File: src/rtl/pipe_hazard_ctrl_pkg.sv
`default_nettype none
// ============================================================================
// Module      : pp_defs (package)
// Description : Shared pipeline-control definitions: state encoding, timeout
//               default, pipeline-register field widths and small helpers.
// Revision    : 1.0 - initial release
// ============================================================================
package pp_defs;

    localparam int c_reg_addr_w      = 5;
    localparam int c_memread_w       = 3;
    localparam int c_cnt_w           = 16;
    localparam int c_mem_timeout_def = 15;

    localparam logic [1:0] c_st_run   = 2'd0;
    localparam logic [1:0] c_st_halt  = 2'd1;
    localparam logic [1:0] c_st_step  = 2'd2;
    localparam logic [1:0] c_st_fault = 2'd3;

    typedef logic [c_reg_addr_w-1:0] reg_addr_t;
    typedef logic [c_cnt_w-1:0]      cnt_t;

    typedef struct packed {
        logic pc;
        logic ifid;
        logic idex;
        logic exmem;
        logic memwb;
    } stage_wr_t;

    typedef struct packed {
        logic ifid;
        logic idex;
        logic exmem;
        logic memwb;
    } stage_clr_t;

    function automatic cnt_t sat_inc(input cnt_t v);
        return (v == '1) ? v : v + cnt_t'(1);
    endfunction

endpackage
`default_nettype wire

File: src/rtl/pipe_hazard_ctrl_if.sv
`default_nettype none
// ============================================================================
// Module      : pipe_hazard_ctrl_if
// Description : Pipeline-side signal bundle for the hazard controller.
// Revision    : 1.0 - initial release
// ============================================================================
interface pipe_hazard_ctrl_if;
    import pp_defs::*;

    reg_addr_t                IFID_rs1;
    reg_addr_t                IFID_rs2;
    logic                     IFID_use_rs1;
    logic                     IFID_use_rs2;
    reg_addr_t                IDEX_rd;
    logic [c_memread_w-1:0]   IDEX_MemRead;
    logic                     IDEX_RegWrite;
    logic                     br_taken;
    logic                     mem_access;
    logic                     dmem_ready;
    logic                     dbg_halt;
    logic                     dbg_step;

    logic                     PC_write;
    logic                     IFID_write;
    logic                     IDEX_write;
    logic                     EXMEM_write;
    logic                     MEMWB_write;
    logic                     IFID_clr;
    logic                     IDEX_clr;
    logic                     EXMEM_clr;
    logic                     MEMWB_clr;
    logic                     halted;
    logic                     mem_fault;
    cnt_t                     stall_cnt;
    cnt_t                     flush_cnt;

    modport master (
        output IFID_rs1, IFID_rs2, IFID_use_rs1, IFID_use_rs2,
               IDEX_rd, IDEX_MemRead, IDEX_RegWrite,
               br_taken, mem_access, dmem_ready, dbg_halt, dbg_step,
        input  PC_write, IFID_write, IDEX_write, EXMEM_write, MEMWB_write,
               IFID_clr, IDEX_clr, EXMEM_clr, MEMWB_clr,
               halted, mem_fault, stall_cnt, flush_cnt
    );

    modport slave (
        input  IFID_rs1, IFID_rs2, IFID_use_rs1, IFID_use_rs2,
               IDEX_rd, IDEX_MemRead, IDEX_RegWrite,
               br_taken, mem_access, dmem_ready, dbg_halt, dbg_step,
        output PC_write, IFID_write, IDEX_write, EXMEM_write, MEMWB_write,
               IFID_clr, IDEX_clr, EXMEM_clr, MEMWB_clr,
               halted, mem_fault, stall_cnt, flush_cnt
    );

endinterface
`default_nettype wire

File: src/rtl/pipe_hazard_ctrl_haz_detect.sv
`default_nettype none
// ============================================================================
// Module      : haz_detect
// Description : Combinational load-use compare between ID sources and EX load.
// Revision    : 1.0 - initial release
// ============================================================================
module haz_detect
    import pp_defs::*;
(
    input  reg_addr_t              i_rs1,
    input  reg_addr_t              i_rs2,
    input  logic                   i_use_rs1,
    input  logic                   i_use_rs2,
    input  reg_addr_t              i_idex_rd,
    input  logic [c_memread_w-1:0] i_idex_memread,
    input  logic                   i_idex_regwrite,
    output logic                   o_load_use
);

    logic w_is_load;
    logic w_rs1_hit;
    logic w_rs2_hit;

    // x0 is hardwired zero, so a load targeting it never creates a dependency
    assign w_is_load  = (i_idex_memread != '0) & i_idex_regwrite & (i_idex_rd != '0);
    assign w_rs1_hit  = i_use_rs1 & (i_rs1 == i_idex_rd);
    assign w_rs2_hit  = i_use_rs2 & (i_rs2 == i_idex_rd);
    assign o_load_use = w_is_load & (w_rs1_hit | w_rs2_hit);

endmodule
`default_nettype wire

File: src/rtl/pipe_hazard_ctrl.sv
`default_nettype none
// ============================================================================
// Module      : pipe_hazard_ctrl
// Description : Pipeline stall/flush controller with debug halt/step and
//               data-memory timeout fault.
// Revision    : 1.0 - initial release
// ============================================================================
module pipe_hazard_ctrl
    import pp_defs::*;
#(
    parameter int MEM_TIMEOUT = c_mem_timeout_def
) (
    input  logic              clk,
    input  logic              rst,
    pipe_hazard_ctrl_if.slave bus
);

    localparam int                  c_wait_w    = $clog2(MEM_TIMEOUT + 1);
    localparam logic [c_wait_w-1:0] c_wait_last = c_wait_w'(MEM_TIMEOUT - 1);

    logic [1:0]          r_state;
    logic [1:0]          w_state_nxt;
    logic [c_wait_w-1:0] r_wait;
    logic                r_fault;
    cnt_t                r_stall_cnt;
    cnt_t                r_flush_cnt;

    logic       w_load_use;
    logic       w_mem_stall;
    logic       w_halt_entry;
    logic       w_active;
    logic       w_apply_ms;
    logic       w_apply_br;
    logic       w_apply_lu;
    logic       w_timeout;
    stage_wr_t  w_wr;
    stage_clr_t w_clr;

    haz_detect u_haz_detect (
        .i_rs1           (bus.IFID_rs1),
        .i_rs2           (bus.IFID_rs2),
        .i_use_rs1       (bus.IFID_use_rs1),
        .i_use_rs2       (bus.IFID_use_rs2),
        .i_idex_rd       (bus.IDEX_rd),
        .i_idex_memread  (bus.IDEX_MemRead),
        .i_idex_regwrite (bus.IDEX_RegWrite),
        .o_load_use      (w_load_use)
    );

    assign w_mem_stall  = bus.mem_access & ~bus.dmem_ready;
    // A halt request arriving during a memory stall waits for the stall to end
    assign w_halt_entry = (r_state == c_st_run) & bus.dbg_halt & ~w_mem_stall;
    assign w_active     = ((r_state == c_st_run) & ~w_halt_entry) | (r_state == c_st_step);
    assign w_apply_ms   = w_active & w_mem_stall;
    assign w_apply_br   = w_active & ~w_mem_stall & bus.br_taken;
    assign w_apply_lu   = w_active & ~w_mem_stall & ~bus.br_taken & w_load_use;
    assign w_timeout    = w_apply_ms & (r_wait == c_wait_last);

    always_comb begin
        w_wr  = '0;
        w_clr = '0;
        if (w_active) begin
            w_wr = '1;
            if (w_apply_ms) begin
                w_wr.pc     = 1'b0;
                w_wr.ifid   = 1'b0;
                w_wr.idex   = 1'b0;
                w_wr.exmem  = 1'b0;
                w_clr.memwb = 1'b1;
            end else if (w_apply_br) begin
                w_clr.ifid  = 1'b1;
                w_clr.idex  = 1'b1;
            end else if (w_apply_lu) begin
                w_wr.pc     = 1'b0;
                w_wr.ifid   = 1'b0;
                w_clr.idex  = 1'b1;
            end
        end
    end

    always_comb begin
        w_state_nxt = r_state;
        case (r_state)
            c_st_run: begin
                if (w_timeout)         w_state_nxt = c_st_fault;
                else if (w_halt_entry) w_state_nxt = c_st_halt;
            end
            c_st_halt: begin
                if (!bus.dbg_halt)     w_state_nxt = c_st_run;
                else if (bus.dbg_step) w_state_nxt = c_st_step;
            end
            c_st_step: begin
                if (w_timeout)         w_state_nxt = c_st_fault;
                else if (w_mem_stall)  w_state_nxt = c_st_step;
                else if (bus.dbg_halt) w_state_nxt = c_st_halt;
                else                   w_state_nxt = c_st_run;
            end
            c_st_fault:                w_state_nxt = c_st_fault;
            default:                   w_state_nxt = c_st_run;
        endcase
    end

    always_ff @(posedge clk or posedge rst) begin
        if (rst) begin
            r_state     <= c_st_run;
            r_wait      <= '0;
            r_fault     <= 1'b0;
            r_stall_cnt <= '0;
            r_flush_cnt <= '0;
        end else begin
            r_state <= w_state_nxt;
            r_wait  <= w_apply_ms ? r_wait + 1'b1 : '0;
            r_fault <= r_fault | w_timeout;
            if (w_apply_ms | w_apply_lu) r_stall_cnt <= sat_inc(r_stall_cnt);
            if (w_apply_br)              r_flush_cnt <= sat_inc(r_flush_cnt);
        end
    end

    assign bus.PC_write    = w_wr.pc;
    assign bus.IFID_write  = w_wr.ifid;
    assign bus.IDEX_write  = w_wr.idex;
    assign bus.EXMEM_write = w_wr.exmem;
    assign bus.MEMWB_write = w_wr.memwb;
    assign bus.IFID_clr    = w_clr.ifid;
    assign bus.IDEX_clr    = w_clr.idex;
    assign bus.EXMEM_clr   = w_clr.exmem;
    assign bus.MEMWB_clr   = w_clr.memwb;
    assign bus.halted      = ~w_active;
    assign bus.mem_fault   = r_fault;
    assign bus.stall_cnt   = r_stall_cnt;
    assign bus.flush_cnt   = r_flush_cnt;

endmodule
`default_nettype wire

File: src/flat_wrapper.sv
// flat-port wrapper written by rule: the top's interface ports become plain ports
module pipe_hazard_ctrl_flat import pp_defs::*;
#(
    parameter int MEM_TIMEOUT = c_mem_timeout_def
)
  (clk, rst, bus_IFID_rs1, bus_IFID_rs2, bus_IFID_use_rs1, bus_IFID_use_rs2, bus_IDEX_rd, bus_IDEX_MemRead, bus_IDEX_RegWrite, bus_br_taken, bus_mem_access, bus_dmem_ready, bus_dbg_halt, bus_dbg_step, bus_PC_write, bus_IFID_write, bus_IDEX_write, bus_EXMEM_write, bus_MEMWB_write, bus_IFID_clr, bus_IDEX_clr, bus_EXMEM_clr, bus_MEMWB_clr, bus_halted, bus_mem_fault, bus_stall_cnt, bus_flush_cnt);
  pipe_hazard_ctrl_if bus_i ();
  input  logic clk;
  input  logic rst;
  input wire logic [$bits(bus_i.IFID_rs1)-1:0] bus_IFID_rs1;
  input wire logic [$bits(bus_i.IFID_rs2)-1:0] bus_IFID_rs2;
  input wire logic [$bits(bus_i.IFID_use_rs1)-1:0] bus_IFID_use_rs1;
  input wire logic [$bits(bus_i.IFID_use_rs2)-1:0] bus_IFID_use_rs2;
  input wire logic [$bits(bus_i.IDEX_rd)-1:0] bus_IDEX_rd;
  input wire logic [$bits(bus_i.IDEX_MemRead)-1:0] bus_IDEX_MemRead;
  input wire logic [$bits(bus_i.IDEX_RegWrite)-1:0] bus_IDEX_RegWrite;
  input wire logic [$bits(bus_i.br_taken)-1:0] bus_br_taken;
  input wire logic [$bits(bus_i.mem_access)-1:0] bus_mem_access;
  input wire logic [$bits(bus_i.dmem_ready)-1:0] bus_dmem_ready;
  input wire logic [$bits(bus_i.dbg_halt)-1:0] bus_dbg_halt;
  input wire logic [$bits(bus_i.dbg_step)-1:0] bus_dbg_step;
  output wire logic [$bits(bus_i.PC_write)-1:0] bus_PC_write;
  output wire logic [$bits(bus_i.IFID_write)-1:0] bus_IFID_write;
  output wire logic [$bits(bus_i.IDEX_write)-1:0] bus_IDEX_write;
  output wire logic [$bits(bus_i.EXMEM_write)-1:0] bus_EXMEM_write;
  output wire logic [$bits(bus_i.MEMWB_write)-1:0] bus_MEMWB_write;
  output wire logic [$bits(bus_i.IFID_clr)-1:0] bus_IFID_clr;
  output wire logic [$bits(bus_i.IDEX_clr)-1:0] bus_IDEX_clr;
  output wire logic [$bits(bus_i.EXMEM_clr)-1:0] bus_EXMEM_clr;
  output wire logic [$bits(bus_i.MEMWB_clr)-1:0] bus_MEMWB_clr;
  output wire logic [$bits(bus_i.halted)-1:0] bus_halted;
  output wire logic [$bits(bus_i.mem_fault)-1:0] bus_mem_fault;
  output wire logic [$bits(bus_i.stall_cnt)-1:0] bus_stall_cnt;
  output wire logic [$bits(bus_i.flush_cnt)-1:0] bus_flush_cnt;
  assign bus_i.IFID_rs1 = bus_IFID_rs1;
  assign bus_i.IFID_rs2 = bus_IFID_rs2;
  assign bus_i.IFID_use_rs1 = bus_IFID_use_rs1;
  assign bus_i.IFID_use_rs2 = bus_IFID_use_rs2;
  assign bus_i.IDEX_rd = bus_IDEX_rd;
  assign bus_i.IDEX_MemRead = bus_IDEX_MemRead;
  assign bus_i.IDEX_RegWrite = bus_IDEX_RegWrite;
  assign bus_i.br_taken = bus_br_taken;
  assign bus_i.mem_access = bus_mem_access;
  assign bus_i.dmem_ready = bus_dmem_ready;
  assign bus_i.dbg_halt = bus_dbg_halt;
  assign bus_i.dbg_step = bus_dbg_step;
  assign bus_PC_write = bus_i.PC_write;
  assign bus_IFID_write = bus_i.IFID_write;
  assign bus_IDEX_write = bus_i.IDEX_write;
  assign bus_EXMEM_write = bus_i.EXMEM_write;
  assign bus_MEMWB_write = bus_i.MEMWB_write;
  assign bus_IFID_clr = bus_i.IFID_clr;
  assign bus_IDEX_clr = bus_i.IDEX_clr;
  assign bus_EXMEM_clr = bus_i.EXMEM_clr;
  assign bus_MEMWB_clr = bus_i.MEMWB_clr;
  assign bus_halted = bus_i.halted;
  assign bus_mem_fault = bus_i.mem_fault;
  assign bus_stall_cnt = bus_i.stall_cnt;
  assign bus_flush_cnt = bus_i.flush_cnt;
  pipe_hazard_ctrl #(.MEM_TIMEOUT(MEM_TIMEOUT)) u_core (.clk(clk), .rst(rst), .bus(bus_i));
endmodule
File: config.mk
export PLATFORM = sky130hd
export DESIGN_NAME = pipe_hazard_ctrl_flat
export DESIGN_NICKNAME = d
export VERILOG_FILES = /design/src/rtl/pipe_hazard_ctrl_pkg.sv /design/src/rtl/pipe_hazard_ctrl_if.sv /design/src/rtl/pipe_hazard_ctrl_haz_detect.sv /design/src/rtl/pipe_hazard_ctrl.sv /design/src/flat_wrapper.sv
export SDC_FILE = /design/constraint.sdc
export NUM_CORES = 1
export LEC_CHECK = 0
export BUFFER_PORTS_ARGS = -buffer_cell sky130_fd_sc_hd__buf_2
export CAP_MARGIN = 10
export CORE_MARGIN = 8
export CORE_UTILIZATION = 43
export CTS_CLUSTER_DIAMETER = 100
export DETAILED_ROUTE_END_ITERATION = 10
export PLACE_DENSITY = 0.7
export SLEW_MARGIN = 10
export SYNTH_ARGS = -nofsm -noshare
export SYNTH_HDL_FRONTEND = slang
export SYNTH_SLANG_ARGS = --single-unit
File: constraint.sdc
create_clock -name clk -period 2.13 [get_ports clk]
set_clock_uncertainty 0.15 [all_clocks]
set_input_delay 0.213 -clock clk [delete_from_list [all_inputs] [get_ports clk]]
set_output_delay 0.213 -clock clk [all_outputs]
set_load 0.02 [all_outputs]
==> results.md <==
- Setup-failing EPs final: 0
- GP Congestion: roughly 0.85
- YS warnings: 0
- Average wire per standard cell: 13.9 um
- R2r setup slk: 0.11 ns
- Area grow syn2layout: 30.6%
- Synth top area share: 0.466
- Clock slew seen by the registers of the worst setup and hold paths: around 0.07 ns
- Total die area: 7360 sq um
- CP Max Fanout: 7
- Clock Latency Late Sink: 0.29 ns
- Dominant cells by area after synthesis: dfrtp_1 (47%), xnor2_1 (8.8%), xor2_1 (7.1%), nand2_1 (3.8%), nand3_1 (2.6%)
- Pwr Density: 918 nW/um^2
- Antenna violations before repair: 0
- DR vias/cell: just under 5
- Cell count after synthesis: 200
- Root Buffer: clkbuf_8
- GRT met1 Usage: 0.158
- Fin cells: approximately 350
- ANT nets after route: 0
- Area leader, netlist: dfrtp_1
- Synth Area per Inst: 10.5 sq um
- Final Hold Fails: 0
- DRC Markers: 0
- Number of I/O pins: 71
- Max-slew violations: 0
- PortBufs: just under 70
- Synth Net Count: ~230
- CP Class: register to primary output
- HP Class: input pin to register
- Outcome: completed
- Tightest Pin Transition: around 0.5 ns
- First-pass GRT wire length: a little over 8000 um
- Most frequent cells in the layout: buf_2 (69), dfrtp_1 (38), nand2_1 (21), xnor2_1 (21), xor2_1 (17)
- CP startpoint kind: register
- FF-to-FF path depth: 6
- Die width: 85.8 um
- Total Wirelength: 4920 um
- R2R Path Start: u_core.bus.stall_cnt[0]
- Diodes inserted: 0
- DP Cell Count: roughly 340
- CP endpoint kind: primary output
- Post-layout minimum cycle time: ~2 ns
- Worst R2R End: u_core.bus.stall_cnt[14]
- Clk sink count: 39
- DIE HEIGHT: between 80 and 90 um
- Worst endpoint required time: ~1.8 ns
- CP arrival: approximately 1.7 ns
- Final Util: 0.579
- Fin crit share: 0.959
- Setup TNS: 0 ns
- Max-cap viol count: 0
- CTS max path bufs: 2
- GR Util All Layers: 0.135
- End point of the critical path: bus_IFID_write
- Via count: about 1.7k
- Commonest non-fill, non-tap cell in the layout: buf_2
- CTS buffer count: 5
- Core footprint: around 4700 sq um
- Post-DP HPWL: roughly 3700 um
- CTS tree: built
- Main synth FF type: dfrtp_1
- Fmax: roughly 0.5 GHz
- Iteration-0 DRC Markers: 34
- # rows: 25
- Static leakage: around 1.4 nW
- Final #Nets: around 320
- Share of flip-flops with an asynchronous set or reset: 1.00
- Layout cell share with drive strength beyond 1: 0.373
- CP startpoint: u_core.r_state[0]
- Number of global-route vias before repair: around 1.7k
- Busiest grt layer: met2
- Drt first pass iters: 4
- GR Overflow Total: 0
- Initial Utilization: 0.444
- H-tree depth: 2
- Synth cell types: 38
- Post-Syn Area: between 2000 and 2500 sq um
- Total design power: around 2.5 mW
- Seq cells post-synth: 39
- Slew margin rel.: 0.666
- Seq/Total Area, Yosys: 0.466
- Met2 usage: 0.221
- Post-synth EDFFs: 0
- M3 GR Usage: 0.0363
- Maximum vdd ir drop: just over 0.0007 V
- Largest net degree at the start of global routing: 40
-- report_power, final --
group | leakage (nW) | internal [mW] | switching, mW
sequential | 0.509 | 0.868 | 0.154
clock | 0.0612 | 0.379 | 0.250
combinational | 0.855 | 0.350 | 0.512
total | 1.43 | 1.60 | 0.916
-- cells by family (layout without fill, tap and decap cells) --
logic type,Yosys count,count (layout),share of synthesized area
xor+xnor,38,38,0.159
other cells,1,1,0.00179
simple gates,88,88,0.238
mux,4,4,0.0269
flops,39,39,0.466
buf+inv,13,100,0.0340
fa+ha+maj,4,4,0.0239
compound gates,13,13,0.0508
-- critical path, cell delays in order (launching register included) --
cell and delay (ns):
dfrtp_1 0.46, nor3_4 0.29, o311a_4 0.25, a21oi_4 0.07, and2_1 0.17, buf_2 0.16
-- metal layers --
layer,vias to the layer above,wire length [um]
met3,8,294
met4,0,93
met5,-,0
li1,858,-
met1,805,2200
met2,48,2330
-- state kept, by name, summed over array words and instances, names as in the netlist --
name and count:
u_core.bus.stall_cnt 16, u_core.bus.mem_fault 1, u_core.r_wait 4, u_core.r_state 2, u_core.bus.flush_cnt 16
-- final cells by class --
cell class,count,area (sq um)
inverters,7,26.3
repair buffers,85,480
fillers,416,1990
clock inverters,2,35.0
multi-input cells,148,1050
well taps,67,83.8
clock buffers,6,82.6
flip-flops and latches,39,977
-- cells in the mapped netlist (2+ instances only) --
cell	instances
nor3_1	11
nor2_1	7
buf_4	4
nor3b_1	2
ha_1	4
xnor2_1	21
nand3_1	11
inv_1	6
and3_1	8
or3_1	2
dfrtp_1	39
xor2_1	17
nor4_1	4
nor3_4	2
a31oi_1	2
a21oi_1	5
nand2b_1	5
mux2_4	3
nand4_1	6
nand2_1	21
nor3_2	2
and4_1	2
-- per-stage QoR --
step	hold slack, ns	instance area [sq um]	worst slack [ns]
6_report	0.0706	2740	0.0876
5_1_grt	0.0777	2740	-0.00296
3_5_place_dp	0.211	2580	0.0804
2_1_floorplan	0.243	2100	-0.00420
3_3_place_gp	0.211	2580	0.0996
4_1_cts	0.0620	2700	0.0385
-- worst min-delay path by stage --
stage	slack (ns)	from	to	depth (start not counted)
floorplan	0.24	bus_dbg_halt	u_core.r_state[0]	2
CTS	0.06	bus_dbg_step	u_core.r_state[1]	3
global placement	0.21	rst	u_core.bus.flush_cnt[13]	3
detailed placement	0.21	rst	u_core.bus.flush_cnt[15]	3
finish	0.07	bus_dbg_step	u_core.r_state[1]	3
global route	0.08	bus_dbg_step	u_core.r_state[1]	3
-- repair_timing --
| item | in CTS | in global routing |
|---|---|---|
| endpoints found under the setup margin | 0 | 10 |
| resized for setup | 0 | 1 |
| hold buffers | 1 | 0 |
| buffers inserted | 0 | 4 |
| endpoints found under the hold margin | 39 | 0 |
Power figures use the tool's default switching activity.
